$ cat config.mk
export PLATFORM = sky130hd
export DESIGN_NAME = imm_encode
export DESIGN_NICKNAME = d
export VERILOG_FILES = /design/src/rtl/imm_encode_pkg.sv /design/src/rtl/imm_encode_field_pack.sv /design/src/rtl/imm_encode.sv
export SDC_FILE = /design/constraint.sdc
export NUM_CORES = 1
export LEC_CHECK = 0
export CORE_ASPECT_RATIO = 0.5
export CORE_MARGIN = 1
export CORE_UTILIZATION = 28
export DETAILED_ROUTE_END_ITERATION = 12
export PLACE_DENSITY = 0.49
export SLEW_MARGIN = 0
export SYNTH_ARGS = -nofsm -noshare
export SYNTH_HDL_FRONTEND = slang
export SYNTH_SLANG_ARGS = --single-unit
$ cat constraint.sdc
create_clock -name clk -period 4.4 [get_ports clk]
set_input_delay 0.66 -clock clk [delete_from_list [all_inputs] [get_ports clk]]
set_output_delay 0.66 -clock clk [all_outputs]
set_load 0.005 [all_outputs]
$ cat src/rtl/imm_encode_pkg.sv
// Shared immediate-format codes and helpers for the immediate encoder and sign-extender.
package imm_encode_pkg;

  localparam logic [1:0] IMM_I = 2'b00;
  localparam logic [1:0] IMM_S = 2'b01;
  localparam logic [1:0] IMM_B = 2'b10;
  localparam logic [1:0] IMM_J = 2'b11;

  // True when every bit of v from position lsb upward equals the sign bit,
  // i.e. v survives truncation to lsb+1 bits as a signed value.
  function automatic logic fits_signed(input logic [31:0] v, input int unsigned lsb);
    logic signed [31:0] w_shifted;
    w_shifted = $signed(v) >>> lsb;
    return (w_shifted == 32'sd0) || (w_shifted == -32'sd1);
  endfunction

endpackage

$ cat src/rtl/imm_encode_field_pack.sv
// Combinational immediate scatter into instruction fields plus range/alignment check.
module imm_field_pack
  import imm_encode_pkg::*;
#(
  parameter bit CHECK_RANGE = 1'b1
) (
  input  logic [31:0] i_imm,
  input  logic [1:0]  i_src,
  input  logic [31:0] i_base,
  output logic [31:0] o_instr,
  output logic        o_err
);

  logic w_range_ok;
  logic w_aligned;

  always_comb begin
    o_instr    = i_base;
    w_range_ok = 1'b1;
    w_aligned  = 1'b1;
    case (i_src)
      IMM_I: begin
        o_instr[31:20] = i_imm[11:0];
        w_range_ok     = fits_signed(i_imm, 11);
      end
      IMM_S: begin
        o_instr[31:25] = i_imm[11:5];
        o_instr[11:7]  = i_imm[4:0];
        w_range_ok     = fits_signed(i_imm, 11);
      end
      IMM_B: begin
        o_instr[31]    = i_imm[12];
        o_instr[30:25] = i_imm[10:5];
        o_instr[11:8]  = i_imm[4:1];
        o_instr[7]     = i_imm[11];
        w_range_ok     = fits_signed(i_imm, 12);
        w_aligned      = ~i_imm[0];
      end
      default: begin
        o_instr[31]    = i_imm[20];
        o_instr[30:21] = i_imm[10:1];
        o_instr[20]    = i_imm[11];
        o_instr[19:12] = i_imm[19:12];
        w_range_ok     = fits_signed(i_imm, 20);
        w_aligned      = ~i_imm[0];
      end
    endcase
    // Out-of-range words are still packed (truncated); only the flag reports it.
    o_err = CHECK_RANGE ? ~(w_range_ok & w_aligned) : 1'b0;
  end

endmodule

$ cat src/rtl/imm_encode.sv
// Two-stage valid/ready immediate encoder: stage 1 holds the raw word, stage 2 the
// packed instruction and error flag; saturating count of delivered error words.
module imm_encode
  import imm_encode_pkg::*;
#(
  parameter int CNT_W       = 16,
  parameter bit CHECK_RANGE = 1'b1
) (
  input  logic             clk,
  input  logic             rst_n,
  input  logic             in_valid,
  output logic             in_ready,
  input  logic [31:0]      Imm,
  input  logic [1:0]       ImmSrc,
  input  logic [31:0]      Base,
  output logic             out_valid,
  input  logic             out_ready,
  output logic [31:0]      Instr,
  output logic             Err,
  output logic [CNT_W-1:0] err_count
);

  localparam logic [CNT_W-1:0] CNT_MAX = '1;

  logic             r_rdy_en;
  logic             r_s1_full;
  logic [31:0]      r_s1_imm;
  logic [1:0]       r_s1_src;
  logic [31:0]      r_s1_base;
  logic             r_s2_full;
  logic [31:0]      r_instr;
  logic             r_err;
  logic [CNT_W-1:0] r_cnt;

  logic [31:0] w_pack_instr;
  logic        w_pack_err;
  logic        w_s2_load;
  logic        w_s1_adv;
  logic        w_s1_load;
  logic        w_in_acc;
  logic        w_out_acc;

  imm_field_pack #(.CHECK_RANGE(CHECK_RANGE)) u_pack (
    .i_imm   (r_s1_imm),
    .i_src   (r_s1_src),
    .i_base  (r_s1_base),
    .o_instr (w_pack_instr),
    .o_err   (w_pack_err)
  );

  assign w_s2_load = ~r_s2_full | out_ready;
  assign w_s1_adv  = r_s1_full & w_s2_load;
  assign w_s1_load = ~r_s1_full | w_s1_adv;
  // r_rdy_en keeps in_ready low during reset and until the first edge after release.
  assign in_ready  = r_rdy_en & w_s1_load;
  assign w_in_acc  = in_valid & in_ready;
  assign w_out_acc = r_s2_full & out_ready;

  always_ff @(posedge clk or negedge rst_n) begin
    if (!rst_n) begin
      r_rdy_en  <= 1'b0;
      r_s1_full <= 1'b0;
      r_s1_imm  <= 32'd0;
      r_s1_src  <= 2'd0;
      r_s1_base <= 32'd0;
      r_s2_full <= 1'b0;
      r_instr   <= 32'd0;
      r_err     <= 1'b0;
      r_cnt     <= '0;
    end else begin
      r_rdy_en <= 1'b1;
      if (w_s2_load) begin
        r_s2_full <= r_s1_full;
        if (r_s1_full) begin
          r_instr <= w_pack_instr;
          r_err   <= w_pack_err;
        end
      end
      if (w_s1_load) begin
        r_s1_full <= w_in_acc;
        if (w_in_acc) begin
          r_s1_imm  <= Imm;
          r_s1_src  <= ImmSrc;
          r_s1_base <= Base;
        end
      end
      if (w_out_acc && r_err && (r_cnt != CNT_MAX)) begin
        r_cnt <= r_cnt + 1'b1;
      end
    end
  end

  assign out_valid = r_s2_full;
  assign Instr     = r_instr;
  assign Err       = r_err;
  assign err_count = r_cnt;

endmodule

==> metrics.md, run 1 <==
| Metric | Value |
|---|---|
| Nets | 550 |
| Worst-Skew Late Latency | 0.35 ns |
| CP arrival | 2.05 ns |
| Crit-path max FO | 3 |
| Max Cap Viol | 0 |
| FILL cells | 1585 |
| Total routed wirelength | 10300 um |
| Fmax | 369 MHz |
| Crit path time final | 2.71 ns |
| Global-route wire length before repair | 16600 um |
| Share of flip-flops with an asynchronous set or reset | 1.00 |
| Final period utilization | 0.616 |
| Max Clock Skew | 0.00840 ns |
| Met3 WL post-DR | 426 um |
| Leak pwr | 2.69 nW |
| Core box area | 0.0164 mm^2 |
| Gpl congestion | 0.716 |
| Maximum vdd ir drop | 0.202 mV |
| Crit. End Element | output pin |
| Worst EP required | 3.74 ns |
| Mapped Cells | 360 |
| # setup viols final | 0 |
| Ports | 121 |
| DRC | 0 |
| Num CTS Buffers | 9 |
| Area of the multi-input gates | 0.00184 mm^2 |
| Hold Path Class | in2async |
| # Post-CTS Setup Buffers | 0 |
| Reg2Reg Depth | 5 |
| Seq. cell area | 0.00278 mm^2 |
| Relative slew margins | 0.440 |
| Final hold violations | 0 |
| Max Used Layer | met4 |
| R2R setup slack | 2.37 ns |
| N_diodes | 0 |
| Initial antenna violation count | 0 |
| Post-Syn Nets | 435 |
| Switching share of power | 0.261 |
| Max H-tree Level | 3 |
| Drt pass-1 iters | 4 |
| Worst slew pin tran | 0.840 ns |
| Die area | 0.0173 mm^2 |
| Number of global-route vias before repair | 3079 |
| Power per Cell Area | 467 mW/mm^2 |
| Synth-to-Final Area Change | 35.6% |
| Clk pin slew, worst setup/hold paths | 0.07 ns |
| Internal | 2.20 mW |
| Crit Path Category | in2out |
| Syn. warnings | 0 |
| DRT iter0 DRCs | 73 |
| Largest net degree at the start of global routing | 61 |
| Die height | 93.6 um |
| Wire per inst | 14.6 um |
| Clk buf depth | 2 |
| Pins over their slew limit | 0 |
| Vias per cell | 4.36 |
| Clock share of power | 0.287 |
| Post-DP HPWL | 7150 um |
| Top FF cell, synth | dfrtp_1 |
| Detail Route met2 WL | 4870 um |
| Synthesized area | 0.00470 mm^2 |
| Number of distinct library cells after synthesis | 39 |
| GRT overflow | 0 |
| Post-synth EDFFs | 0 |
| Via count | 3071 |
| Initial cell density of the core | 0.287 |
| Synth Register Bits | 111 |
| CTS tree | built |
| GRT Total Usage | 0.127 |
| CTS Sinks | 111 |
| RSZ-0062 raised after global routing | no |
| Avg Cell Area, Syn | 13.0 um^2 |
| Cts hold-fix bufs | 0 |
| Part of the power in combinational logic | 0.246 |
| Sequential share of power | 0.467 |
| Commonest non-fill, non-tap cell in the layout | clkdlybuf4s50_1 |
| Status | completed |
| # rows | 33 |
| Die Width | 185 um |
| Met1 WL | 4900 um |
| Startpoint Class | input pin |
| Layout cells sized above 1 | 0.211 |
| Worst flop-to-flop path startpoint | out_valid |
| Switching power | 0.777 mW |
| Register area share after synthesis | 0.591 |
| Power Total | 2.98 mW |
| RR Endpoint | r_s1_imm[31] |
| Commonest non-fill, non-tap cells in the layout | clkdlybuf4s50_1, dfrtp_1, mux2_2, nand2_1, o21ai_0 |
| Setup TNS | 0 ns |
| ANT nets after route | 0 |
| Buffers on Ports | 113 |
| Root Driver | clkbuf_16 |
| CTS resizes | 0 |
[sequential cells by signal (all words and copies together) (netlist names)]
signal,cells
out_valid,1
Err,1
r_s1_src,2
r_rdy_en,1
r_s1_imm,32
r_s1_full,1
Instr,32
r_s1_base,25
err_count,16
[power groups by stage]
stage                     logic, mW  registers (mW)  clock network [mW]
after global placement        0.742            1.41                   0
after detailed placement      0.748            1.41                   0
after global routing          0.810            1.43               0.939
final                         0.733            1.39               0.856
after CTS                     0.751            1.39               0.893
after floorplan               0.324            1.39                   0
[logic make-up (layout without fill, tap and decap cells)]
kind of cell,count (synthesis),in the layout,share of synthesized area
fa+ha+maj,5,5,0.0133
simple gates,89,89,0.0983
xor+xnor,14,14,0.0261
other cells,1,1,0.000798
buf+inv,16,134,0.0184
flops,111,111,0.591
mux,81,81,0.192
compound gates,43,43,0.0597
[layer usage]
| layer | vias up | track usage |
|---|---|---|
| met5 | - | 0 |
| met4 | 0 | 0.0289 |
| met3 | 8 | 0.0382 |
| met2 | 45 | 0.203 |
| met1 | 1516 | 0.168 |
| li1 | 1502 | - |
[through the flow]
stage          area (um^2)   util  setup WS (ns)  instances  hold slack (ns)
3_3_place_gp          6070  0.370           1.55        691            0.464
2_1_floorplan         4700      -           2.63        360            0.364
6_report              6370  0.389           1.69        705            0.283
5_1_grt               6370  0.389           1.67        705            0.313
3_5_place_dp          6070  0.370           1.56        691            0.472
4_1_cts               6370  0.389           1.68        705            0.294
[layout make-up]
cell class                      count  area share
Timing Repair Buffer              117       0.182
Tap cell                          227      0.0446
Multi-Input combinational cell    233       0.288
Clock inverter                      4      0.0114
Inverter                            3     0.00177
Clock buffer                       10      0.0359
Sequential cell                   111       0.436
[synth_stat cells, drive strengths merged (5+ instances only)]
cell / count / area, um^2
mux2: 73 / 822
buf: 9 / 60.1
a21oi: 8 / 40.0
nand2: 35 / 131
nor2: 12 / 45.0
mux2i: 8 / 80.1
xnor2: 5 / 43.8
dfrtp: 111 / 2780
nor2b: 5 / 31.3
nor4: 5 / 31.3
nand4: 8 / 65.1
ha: 5 / 62.6
o21ai: 21 / 116
a22oi: 8 / 60.1
xor2: 9 / 78.8
[worst max-delay path, stage by stage]
cell             delay (ns)
clkdlybuf4s50_1        0.53
nand3b_1               0.15
and2_1                 0.19
clkdlybuf4s50_1        0.52
[worst max path at each step]
| stage | startpoint | end |
|---|---|---|
| after floorplan | out_ready | r_s1_base[0] |
| after detailed placement | out_ready | r_s1_imm[22] |
| final | out_ready | in_ready |
| after global routing | out_ready | in_ready |
| after global placement | out_ready | r_s1_imm[22] |
| after CTS | out_ready | in_ready |
Power figures use the tool's default switching activity.
==> run 2, diff against run 1 <==
- clock period: 4.4 -> 2.7 ns (I/O delays scaled with it)
==> metrics.md, run 2 (synthesized netlist as in run 1, its figures left out) <==
| Metric | Value |
|---|---|
| # rows | 33 (unchanged) |
| ANT nets after route | 0 (unchanged) |
| Global-route wire length before repair | 16900 um (+1.9%) |
| FILL cells | 1606 (+1.3%) |
| CP arrival | 1.78 ns (-0.27 ns) |
| Layout cells sized above 1 | 0.215 (+0.00373) |
| Crit-path max FO | 3 (unchanged) |
| Root Driver | clkbuf_16 |
| RSZ-0062 raised after global routing | no |
| GRT overflow | 0 (unchanged) |
| Final Util | 0.394 (+0.00527) |
| Drt pass-1 iters | 4 (unchanged) |
| # Post-CTS Setup Buffers | 0 (unchanged) |
| Cts hold-fix bufs | 0 (unchanged) |
| Largest net degree at the start of global routing | 57 (-6.6%) |
| Initial cell density of the core | 0.287 (unchanged) |
| Area of the multi-input gates | 0.00184 mm^2 (unchanged) |
| Clk pin slew, worst setup/hold paths | 0.06 ns (about the same) |
| # setup viols final | 0 (unchanged) |
| Hold Path Class | in2async |
| Seq. cell area | 0.00278 mm^2 (unchanged) |
| Via count | 3081 (+0.33%) |
| DRC | 0 (unchanged) |
| Relative slew margins | 0.434 (-0.00653) |
| GRT Total Usage | 0.129 (+0.00209) |
| CTS tree | built |
| Die height | 93.6 um (unchanged) |
| Ports | 121 (unchanged) |
| Leak pwr | 2.73 nW (+1.5%) |
| Pins over their slew limit | 0 (unchanged) |
| CTS resizes | 0 (unchanged) |
| Die area | 0.0173 mm^2 (unchanged) |
| N_diodes | 0 (unchanged) |
| Num CTS Buffers | 9 (unchanged) |
| Clk buf depth | 2 (unchanged) |
| Number of global-route vias before repair | 3193 (+3.7%) |
| Setup TNS | 0 ns (unchanged) |
| Worst EP required | 2.30 ns (-1.44 ns) |
| Max Cap Viol | 0 (unchanged) |
| Wire per inst | 14.6 um (-0.29%) |
| Gpl congestion | 0.722 (+0.78%) |
| Max Clock Skew | 0.00772 ns (-0.000685 ns) |
| Total routed wirelength | 10300 um (-0.15%) |
| Synth-to-Final Area Change | 37.5% |
| Crit Path Category | in2out |
| Commonest non-fill, non-tap cells in the layout | clkdlybuf4s50_1, dfrtp_1, mux2_2, nand2_1, o21ai_0 |
| Initial antenna violation count | 0 (unchanged) |
| Buffers on Ports | 113 (unchanged) |
| Vias per cell | 4.36 (+0.18%) |
| Worst slew pin tran | 0.849 ns (+0.00979 ns) |
| CTS Sinks | 111 (unchanged) |
| Final period utilization | 0.809 |
| Startpoint Class | input pin |
| Max H-tree Level | 3 (unchanged) |
| Commonest non-fill, non-tap cell in the layout | clkdlybuf4s50_1 |
| Post-DP HPWL | 7330 um (+2.4%) |
| Nets | 552 (+0.36%) |
| Worst-Skew Late Latency | 0.34 ns (about the same) |
| Power per Cell Area | 766 mW/mm^2 (+64%) |
| Status | completed |
| Fmax | 458 MHz |
| Crit path time final | 2.19 ns |
| Crit. End Element | output pin |
| DRT iter0 DRCs | 140 (+92%) |
| Die Width | 185 um (unchanged) |
| Maximum vdd ir drop | 0.364 mV (+80%) |
| Final hold violations | 0 (unchanged) |
| Core box area | 0.0164 mm^2 (unchanged) |
-- run 2: worst max-delay path, cell delays in order --
cell and delay [ns]:
clkdlybuf4s50_1 0.51, nand3b_1 0.14, and2_1 0.17, clkdlybuf4s50_1 0.54
-- run 2: layout make-up --
class,count,area share
clock buffer,9,0.0349
clock inverter,4,0.0151
inverter,3,0.00174
multi-input combinational,233,0.285
sequential,111,0.430
tap,227,0.0440
timing repair buffer,119,0.189
-- run 2: path summary, 6_finish.rpt --
| kind | from | slack (ns) | to | depth (start not counted) |
|---|---|---|---|---|
| setup / recovery | out_ready | 0.51 | in_ready | 4 |
| hold / removal | rst_n | 0.13 | Instr[16] | 1 |
| setup reg to reg | r_s1_src[0] | 0.75 | Err | 4 |
| hold reg to reg | Instr[14] | 0.48 | Instr[14] | 2 |
| max in group asynchronous | rst_n | 1.83 | Instr[5] | 2 |
| min in group clk | Instr[14] | 0.48 | Instr[14] | 2 |
-- run 2: metal layers --
metal  part of all wire  wire [um]  vias to the layer above  global-route usage
li1                   -          -                     1499                   -
met1               0.47       4850                     1534               0.170
met2               0.49       5010                       41               0.209
met3              0.030        308                        7              0.0350
met4             0.0094         97                        0              0.0310
met5                  0          0                        -                   0
-- run 2: power breakdown --
part           internal, mW  leakage, nW  switching (mW)  total, mW
logic                 0.773         1.22           0.433       1.21
clock network         0.892        0.153           0.580       1.47
registers              2.02         1.35           0.244       2.27
total                  3.69         2.73            1.26       4.95
-- run 2: stage by stage --
| stage | worst slack (ns) | cells | instance area (um^2) | power [mW] | hold slack, ns |
|---|---|---|---|---|---|
| after floorplan | 1.10 | 360 | 4700 | 2.80 | 0.109 |
| after global placement | 0.489 | 693 | 6130 | 3.52 | 0.463 |
| after detailed placement | 0.501 | 693 | 6130 | 3.54 | 0.470 |
| after CTS | 0.483 | 706 | 6460 | 5.05 | 0.148 |
| after global routing | 0.441 | 706 | 6460 | 5.26 | 0.178 |
| final | 0.515 | 706 | 6460 | 4.95 | 0.131 |
==> run 3, diff against run 2 <==
- PLACE_DENSITY: 0.49 -> 0.51
- clock period: 2.7 -> 1.97 ns (I/O delays scaled with it)
==> metrics.md, run 3 (synthesized netlist as in run 1, its figures left out) <==
| Metric | Value |
|---|---|
| Startpoint Class | register |
| DRT iter0 DRCs | 111 (-21%) |
| Clk buf depth | 2 (unchanged) |
| Power per Cell Area | 1000 mW/mm^2 (+31%) |
| Crit. End Element | register |
| Crit Path Category | reg2reg |
| Final period utilization | 0.848 |
| CTS tree | built |
| Status | completed |
| Num CTS Buffers | 9 (unchanged) |
| FILL cells | 1583 (-1.4%) |
| Worst-Skew Late Latency | 0.34 ns (about the same) |
| Global-route wire length before repair | 16900 um (unchanged) |
| Initial cell density of the core | 0.287 (unchanged) |
| # setup viols final | 0 (unchanged) |
| Dpl cells | 699 (+0.87%) |
| Hold Path Class | in2async |
| Number of global-route vias before repair | 3168 (-0.78%) |
| Clk pin slew, worst setup/hold paths | 0.07 ns (about the same) |
| Largest net degree at the start of global routing | 37 (-35%) |
| DRC | 0 (unchanged) |
| Final hold violations | 0 (unchanged) |
| Seq. cell area | 0.00278 mm^2 (unchanged) |
| N_diodes | 0 (unchanged) |
| Die area | 0.0173 mm^2 (unchanged) |
| Max Clock Skew | 0.0109 ns (+0.00319 ns) |
| Die height | 93.6 um (unchanged) |
| CP arrival | 1.93 ns (+0.15 ns) |
| Wire per inst | 14.4 um (-0.80%) |
| Initial antenna violation count | 0 (unchanged) |
| RSZ-0062 raised after global routing | no |
| Die Width | 185 um (unchanged) |
| # Post-CTS Setup Buffers | 0 (unchanged) |
| Gpl congestion | 0.704 (-2.5%) |
| Max H-tree Level | 3 (unchanged) |
| Post-DP HPWL | 7600 um (+3.8%) |
| Fmax | 599 MHz |
| Worst EP required | 2.23 ns (-0.07 ns) |
| Ports | 121 (unchanged) |
| Max Cap Viol | 0 (unchanged) |
| Via count | 3107 (+0.84%) |
| Core box area | 0.0164 mm^2 (unchanged) |
| Maximum vdd ir drop | 0.459 mV (+26%) |
| Commonest non-fill, non-tap cells in the layout | dfrtp_1, clkdlybuf4s50_1, mux2_2, nand2_1, o21ai_0 |
| Setup TNS | 0 ns (unchanged) |
| Crit-path max FO | 9 (+6) |
| CTS Sinks | 111 (unchanged) |
| ANT nets after route | 0 (unchanged) |
| Root Driver | clkbuf_16 |
| Area of the multi-input gates | 0.00184 mm^2 (unchanged) |
| Layout cells sized above 1 | 0.223 (+0.00787) |
| GRT overflow | 0 (unchanged) |
| Final std cells w/o fill | 716 (+1.4%) |
| GRT Total Usage | 0.129 (about the same) |
| R2R setup slack | 0.30 ns (-0.45 ns) |
| Drt pass-1 iters | 4 (unchanged) |
| Leak pwr | 2.74 nW (+0.40%) |
| Vias per cell | 4.34 (-0.56%) |
| Synth-to-Final Area Change | 37.6% (about the same) |
| Buffers on Ports | 113 (unchanged) |
| # rows | 33 (unchanged) |
| Total routed wirelength | 10300 um (+0.60%) |
| Crit path time final | 1.67 ns |
| Nets | 559 (+1.3%) |
| Pins over their slew limit | 0 (unchanged) |
## run 3: report_power, final
part,leakage [nW],internal [mW],switching [mW],total [mW]
clock,0.123,0.866,0.823,1.69
sequential,1.35,2.77,0.340,3.11
combinational,1.27,1.07,0.596,1.67
## run 3: path summary, 6_finish.rpt
kind                                 end         from  depth (start not counted)
max                            Instr[24]  r_s1_src[1]                          5
min                        r_s1_base[14]        rst_n                          2
max reg2reg                    Instr[24]  r_s1_src[1]                          5
min reg2reg                    Instr[18]    Instr[18]                          2
max in group asynchronous      Instr[28]        rst_n                          3
min in group clk               Instr[18]    Instr[18]                          2
## run 3: layout make-up
class	instances	share of cell area
clock buffer	12	0.0366
tap	227	0.0440
multi-input combinational	233	0.284
timing repair buffer	126	0.198
clock inverter	4	0.00503
inverter	3	0.00174
sequential	111	0.430
## run 3: what timing repair did
item / in CTS / in global routing
endpoints found under the setup margin: 0 / 1
resized for setup: 0 / 1
hold endpoints to repair: 21 / 0
hold buffers: 1 / 0
## run 3: critical path, cell delays in order (launching register included)
cell and delay, ns:
dfrtp_1 0.40, inv_1 0.10, ha_1 0.45, nor2b_1 0.33
a22oi_1 0.15, o21ai_0 0.17
## run 3: routing by layer
layer,up-vias,share of wire,GRT usage
met5,-,0,0
met2,44,0.48,0.211
met4,0,0.0075,0.0289
met3,7,0.032,0.0358
li1,1521,-,-
met1,1535,0.48,0.169
## run 3: per-stage QoR
step	setup WS, ns	power (mW)	hold WS, ns	instance area [um^2]	util
floorplan	0.369	3.84	-0.0000911	4700	-
global placement	0.0112	4.83	0.235	6180	0.377
detailed placement	0.00501	4.87	0.228	6180	0.377
CTS	0.0380	6.62	0.401	6460	0.394
global route	0.169	6.89	0.420	6460	0.394
finish	0.299	6.47	0.408	6460	0.394
